--- src/rtl/cpu_sequencer.sv ---
// Multi-cycle FETCH/DECODE/EXEC/MEM/WB control FSM for the 9-bit-ISA core.
// Owns the PC, gates register/memory write strobes and counts busy cycles.
//
// Ports:
//   clk, rst_n      clock and async active-low reset
//   start           begin execution at PC 0 (honoured in IDLE/HALT)
//   dec_*           decoder flags and jump immediate, valid from EXEC on
//   alu_zero        branch compare result
//   mem_ack         data memory access complete
//   pc              instruction ROM address
//   ir_load         instruction register capture (DECODE)
//   reg_we          gated register-file write enable (WB)
//   mem_req/mem_we  data memory request and write qualifier (MEM)
//   busy/done       running / halted status
//   cycle_count     saturating count of running cycles since start
module cpu_sequencer #(
  parameter int PC_WIDTH  = 10,
  parameter int IMM_WIDTH = 8,
  parameter int CNT_WIDTH = 16
) (
  input  logic                 clk,
  input  logic                 rst_n,
  input  logic                 start,
  input  logic                 dec_jump,
  input  logic                 dec_halt,
  input  logic                 dec_is_branch,
  input  logic                 dec_mem_read,
  input  logic                 dec_mem_write,
  input  logic                 dec_reg_write,
  input  logic [IMM_WIDTH-1:0] dec_imm,
  input  logic                 alu_zero,
  input  logic                 mem_ack,
  output logic [PC_WIDTH-1:0]  pc,
  output logic                 ir_load,
  output logic                 reg_we,
  output logic                 mem_req,
  output logic                 mem_we,
  output logic                 busy,
  output logic                 done,
  output logic [CNT_WIDTH-1:0] cycle_count
);

  typedef enum logic [2:0] {
    S_IDLE,
    S_FETCH,
    S_DECODE,
    S_EXEC,
    S_MEM,
    S_WB,
    S_HALT
  } state_t;

  localparam int EW = (PC_WIDTH > IMM_WIDTH) ? PC_WIDTH : IMM_WIDTH;

  state_t               state_q, state_d;
  logic [PC_WIDTH-1:0]  pc_q, pc_d;
  logic [CNT_WIDTH-1:0] cnt_q, cnt_d;
  logic [EW-1:0]        imm_ext;
  logic [PC_WIDTH-1:0]  jmp_tgt;
  logic                 run;

  // Zero-extend or truncate the immediate to the PC width.
  assign imm_ext = EW'(dec_imm);
  assign jmp_tgt = imm_ext[PC_WIDTH-1:0];

  assign run = (state_q == S_FETCH) || (state_q == S_DECODE) ||
               (state_q == S_EXEC)  || (state_q == S_MEM) ||
               (state_q == S_WB);

  always_ff @(posedge clk or negedge rst_n) begin
    if (!rst_n) begin
      state_q <= S_IDLE;
      pc_q    <= '0;
      cnt_q   <= '0;
    end else begin
      state_q <= state_d;
      pc_q    <= pc_d;
      cnt_q   <= cnt_d;
    end
  end

  always_comb begin
    state_d = state_q;
    pc_d    = pc_q;
    cnt_d   = cnt_q;
    // Saturate rather than wrap.
    if (run && (cnt_q != '1))
      cnt_d = cnt_q + CNT_WIDTH'(1);
    case (state_q)
      S_IDLE, S_HALT: begin
        if (start) begin
          state_d = S_FETCH;
          pc_d    = '0;
          cnt_d   = '0;
        end
      end
      S_FETCH:  state_d = S_DECODE;
      S_DECODE: state_d = S_EXEC;
      S_EXEC: begin
        if (dec_halt) begin
          state_d = S_HALT;
        end else if (dec_jump) begin
          pc_d    = jmp_tgt;
          state_d = S_FETCH;
        end else if (dec_is_branch) begin
          pc_d    = alu_zero ? pc_q + PC_WIDTH'(2)
                             : pc_q + PC_WIDTH'(1);
          state_d = S_FETCH;
        end else if (dec_mem_read || dec_mem_write) begin
          state_d = S_MEM;
        end else begin
          state_d = S_WB;
        end
      end
      S_MEM: begin
        if (mem_ack) begin
          // Read+write together is treated as a store.
          if (dec_mem_write) begin
            pc_d    = pc_q + PC_WIDTH'(1);
            state_d = S_FETCH;
          end else begin
            state_d = S_WB;
          end
        end
      end
      S_WB: begin
        pc_d    = pc_q + PC_WIDTH'(1);
        state_d = S_FETCH;
      end
      default: state_d = S_IDLE;
    endcase
  end

  assign pc          = pc_q;
  assign cycle_count = cnt_q;
  assign busy        = run;
  assign done        = (state_q == S_HALT);
  assign ir_load     = (state_q == S_DECODE);
  assign mem_req     = (state_q == S_MEM);
  assign mem_we      = (state_q == S_MEM) && dec_mem_write;
  assign reg_we      = (state_q == S_WB) && dec_reg_write &&
                       !dec_mem_write;

endmodule

--- config.mk ---
export PLATFORM = sky130hd
export DESIGN_NAME = cpu_sequencer
export DESIGN_NICKNAME = d
export VERILOG_FILES = /design/src/rtl/cpu_sequencer.sv
export SDC_FILE = /design/constraint.sdc
export NUM_CORES = 1
export LEC_CHECK = 0
export CAP_MARGIN = 20
export CORE_ASPECT_RATIO = 1.75
export CORE_MARGIN = 2
export CORE_UTILIZATION = 54
export DETAILED_ROUTE_END_ITERATION = 7
export PLACE_DENSITY_LB_ADDON = 0.2
export SYNTH_ARGS = -nofsm -noshare
export SYNTH_HDL_FRONTEND = slang
export SYNTH_SLANG_ARGS = --single-unit
--- constraint.sdc ---
create_clock -name clk -period 2.5 [get_ports clk]
set_input_delay 0.5 -clock clk [delete_from_list [all_inputs] [get_ports clk]]
set_output_delay 0.5 -clock clk [all_outputs]
set_load 0.1 [all_outputs]
# ---- Word-level counts from Yosys, hierarchy flattened
# Cells that the tools add are included.
dict set report totals {
  n_memories 0
  out_inout_bits 32
  latchBits 0
  input_bits 19
  reg_bits 29
  rom_bits 0
  ramBits 0
}
dict set report classes {
  div 0
  magnitude_cmp 0
  n_reduce_logical 15
  n_shift 0
  n_addsub 3
  mul 0
  n_mux 19
  bitwise_logic 0
  eq_ne 12
}
# op n
set ops {}
lappend ops {{two-way mux 10 bit} 7}
lappend ops {{two-way mux 16 bit} 3}
lappend ops {{one-hot mux 10 bit (4 select lines)} 1}
lappend ops {{two-way mux 3 bit} 6}
lappend ops {{one-hot mux 3 bit (6 select lines)} 1}
lappend ops {{adder 16 x 1 -> 16 bit (second input constant)} 1}
lappend ops {{!= test 16 bit (second input constant)} 1}
lappend ops {{adder 10 x 1 -> 10 bit (second input constant)} 1}
lappend ops {{adder 10 x 2 -> 10 bit (second input constant)} 1}
lappend ops {{equality test 3 bit (second input constant)} 3}
lappend ops {{!= test 2 bit (second input constant)} 4}
lappend ops {{equality test 3 x 2 -> 1 bit (second input constant)} 2}
lappend ops {{AND reduction 6 bit} 1}
lappend ops {{logical OR 1 bit} 5}
lappend ops {{logical AND 1 bit} 4}
lappend ops {{nonzero test 4 bit} 1}
lappend ops {{equality test 3 x 1 -> 1 bit (second input constant)} 1}
lappend ops {{zero test 3 bit} 1}
lappend ops {{!= test 3 bit (second input constant)} 1}
lappend ops {{AND reduction 2 bit} 1}
lappend ops {{OR reduction 2 bit} 1}
lappend ops {{zero test 1 bit} 1}
lappend ops {{two-way mux 1 bit} 1}

# ---- Logic depth before layout (Yosys ltp)
dict set report depth {
  word_depth 9
  mapped_depth 8
  depth_no_buf 6
}

# ---- Least setup slack after synthesis
# No wires, ideal clock.
dict set report synth_path {
  path_kind {register to output}
  startpoint {reg state_q[0]}
  endpoint {out mem_we}
  path_slack_ns -0.886
  stages_incl_launch_ff 5
  arrival_time_ns 2.886
  path_cell_list {dfrtp_1 -> buf_2 -> clkbuf_1 -> nor2_1 -> and2_1}
}
dict set report synth_between {
  elab_chain_len 2
}
# element line
set synth_lines {}
lappend synth_lines {{from (decl)} 55} ;# state_t state_q, state_d;
lappend synth_lines {{from (signal assigned)} 76} ;# state_q <= state_d;
lappend synth_lines {{equality test 3 bit} --}
lappend synth_lines {{via mem_req} 36} ;# output logic mem_req,
lappend synth_lines {{logical AND 1 bit} 140} ;# assign mem_we = (state_q == S_MEM) && dec_mem_write;
lappend synth_lines {{to (decl)} 37} ;# output logic mem_we,
# The timed path passes the listed nets, and every way through them passes these cells.

# ---- Worst setup path in the final report
dict set report layout_path {
  startpoint {reg state_q[2]}
  endpoint {out mem_we}
}
dict set report layout_between {
  elab_chain_len 2
}
# element line
set layout_lines {}
lappend layout_lines {{equality test 3 bit} 140}
lappend layout_lines {{logical AND 1 bit} 140}
# Every way passes these cells.

==> impl_metrics.csv <==
group,metric,value,unit
global_route,met2_usage,0.5360,
power_and_ir_drop,vdd_drop_max,1036,uV
place,gp_congestion,0.8995,
timing,fin_crit,2274,ps
cts,cts-buffers-inserted,5,
final_layout,num_antenna_cells,0,
die,die_area,0.004447,sq mm
timing,post-route-period-util,0.9096,
yosys,yosys_register_bits,29,
final_layout,fillers,348,
timing,rsz0062_at_grt,"false",
global_route,busiest_layer,"met2",
cts,cts_buffer_depth,2,
setup_path,path_buf_inv,1,
final_layout,syn_to_final_growth,29.21,%
setup_path,path_cells,"nand2b_1 > nor2_4 > and2_1 > buf_12",
yosys,synth_nets,282,
job,maxCapViolations,0,
yosys,yosys_warnings,0,
setup_path,critPathTopFamily,"simple AND/OR/NAND/NOR gates",
cts,htreeDepth,2,
die,start_util,0.5516,
global_route,grt_usage,0.2864,
yosys,avgSynthCellArea,8.123,sq um
die,core_region_area,0.003829,sq mm
route,drcViolationCount,0,
timing,hold_viol,0,
global_route,grt_pass1_vias,2116,
setup_path,cp_slowest_cell,"dfrtp_1",
route,vias,2192,
yosys,yosys-top-cells-area,"dfrtp_1 (34%), nor2_1 (5.9%), o21ai_0 (4.7%)",
timing,finalSetupViolations,0,
cts,clkSlewWorstSetupHoldPaths,70,ps
cts,cts_tree,"done",
global_route,grt_util_met3,0.04828,
cts,postCtsResizedCells,0,
yosys,ys.flop_type,"dfrtp_1",
power_and_ir_drop,p_leak,1.148,nW
setup_path,arrival,1770,ps
global_route,grt_first_pass_wirelength,9611,microns
setup_path,critical-path-max-stage-delay,530,ps
timing,clock-skew-final,5.812,ps
setup_path,endpoint_kind,"output port",
timing,max_slew_margin,0.5651,
global_route,antenna_found_initial,0,
yosys,async_reset_ff_frac,1.000,
place,dp_hpwl,4305,microns
final_layout,nNetsFinal,331,
place,port_buffers,50,
final_layout,drive_gt1_frac,0.1935,
setup_path,critPathKind,"reg -> out",
yosys,synth_top_area_share,0.3436,
final_layout,final_util,0.7127,
die,die_w,51.28,microns
timing,drv_slew,0,
route,antenna_left,0,
cts,cts_sinks,29,
cts,ctsHoldBuffers,0,
global_route,grt_max_degree,30,
setup_path,crit_fanout,12,
yosys,synth_edf_count,0,
route,wire_per_inst,15.93,microns
final_layout,final_common_cell,"buf_4",
global_route,grt_overflow,0,
power_and_ir_drop,p_per_area,1259,mW/mm^2
yosys,yosys.area.top_type,"dfrtp_1",
die,rows,30,
die,die_h,86.73,microns
route,wl,5702,microns
min_path,hold_class,"reg -> reg",
yosys,syn_inst,260,
route,drtIter0Drc,63,
die,ios,51,
yosys,ys_types,51,
final_layout,final_cell_mix,"buf_4 (35), nor2_1 (31), dfrtp_1 (29), nand2_1 (25), o21ai_0 (20)",
yosys,yosysSeqAreaShare,0.3436,
cts,insertion_delay,290,ps
route,vias_per_cell,6.123,
cts,cts_root_buf,"clkbuf_8",
cts,post_cts_buffers,0,
timing,fmax,439.8,MHz
setup_path,cp.required,2000,ps
global_route,use_met1,0.3004,
setup_path,start_kind,"flip-flop",
power_and_ir_drop,p_total,3.437,mW
yosys,syn_area,0.002112,sq mm
status,status,"finished clean",
route,first_pass_iters,4,
timing,worst_pin_slew,647.4,ps
flip-flops by register name (all words and copies together) (netlist names):
register and cells:
pc 10, cycle_count 16, state_q 3
cell usage after synthesis, types with 2 or more instances:
| master | n |
|---|---|
| a211oi_1 | 2 |
| a21oi_1 | 17 |
| a31oi_1 | 4 |
| and2_1 | 4 |
| and3b_1 | 2 |
| and4_1 | 3 |
| buf_2 | 6 |
| buf_6 | 3 |
| clkbuf_1 | 6 |
| dfrtp_1 | 29 |
| ha_1 | 3 |
| inv_1 | 2 |
| mux2i_1 | 5 |
| nand2_1 | 25 |
| nand2b_1 | 5 |
| nand3_1 | 17 |
| nand3b_1 | 2 |
| nand4_1 | 5 |
| nor2_1 | 33 |
| nor2b_1 | 6 |
| nor3_1 | 11 |
| o2111ai_1 | 2 |
| o211ai_1 | 2 |
| o21a_1 | 2 |
| o21ai_0 | 20 |
| o31ai_1 | 5 |
| or3_1 | 4 |
| xnor2_1 | 4 |
| xor2_1 | 9 |
worst reg2reg max path, stage by stage (launching register included):
cell,delay [ps]
dfrtp_1,530
nand2b_1,370
and4b_1,390
o21ai_2,480
a21oi_1,120
a2bb2oi_2,150
layout make-up:
| cell class | count | area (sq um) | share of cell area |
|---|---|---|---|
| multi-input cells | 213 | 1306 | 0.4787 |
| flip-flops and latches | 29 | 725.7 | 0.2659 |
| repair buffers | 58 | 543.0 | 0.1990 |
| clock buffers | 5 | 68.82 | 0.02522 |
| well taps | 48 | 60.06 | 0.02201 |
| clock inverters | 3 | 17.52 | 0.006419 |
| inverters | 2 | 7.507 | 0.002751 |
path summary, 6_finish.rpt:
path                       depth (start not counted)                        to              startpoint  slack (ps)
setup / recovery                                   4                    mem_we  state_q[2]$_DFFE_PN0P_         230
hold / removal                                     1         pc[9]$_DFFE_PN0P_       pc[9]$_DFFE_PN0P_         530
setup reg to reg                                   5         pc[5]$_DFFE_PN0P_  state_q[2]$_DFFE_PN0P_         350
hold reg to reg                                    1         pc[9]$_DFFE_PN0P_       pc[9]$_DFFE_PN0P_         530
max in group asynchronous                          2         pc[8]$_DFFE_PN0P_                   rst_n        1620
min in group asynchronous                          2  cycle_count[5]$_DFF_PN0_                   rst_n         600
metrics by stage:
stage	cells	cell area (sq um)	setup TNS [ps]	hold slack, ps	setup slack, ps
2_1_floorplan	260	2133	-130.9	204.4	-71.32
6_report	358	2729	0	528.3	226.0
3_5_place_dp	350	2643	0	518.5	298.2
3_3_place_gp	350	2643	0	495.7	339.3
5_1_grt	358	2729	0	584.3	38.38
4_1_cts	358	2729	0	527.3	201.2
per-layer routing:
metal  vias to the layer above  wire length, microns  share of wire
met5                         -                     0              0
met4                         0                   138          0.024
met3                        17                   291          0.051
met2                        93                  3180           0.56
met1                      1035                  2092           0.37
li1                       1047                     -              -
power breakdown:
part           switching (mW)  internal [mW]  total, mW
Clock                   0.200          0.192      0.392
Sequential              0.221          0.590      0.811
Combinational            1.60          0.636       2.23
Total                    2.02           1.42       3.44
kinds of logic after synthesis:
family                     after synthesis  synth area share
buffers and inverters                   18           0.04799
DFF                                     29            0.3436
and+or+nand+nor                        124            0.3004
AOI/OAI and AO/OA                       68            0.2127
adders and majority gates                3           0.01777
xor gates and xnor gates                13           0.05391
muxes                                    5           0.02370
Power figures use the tool's default switching activity.
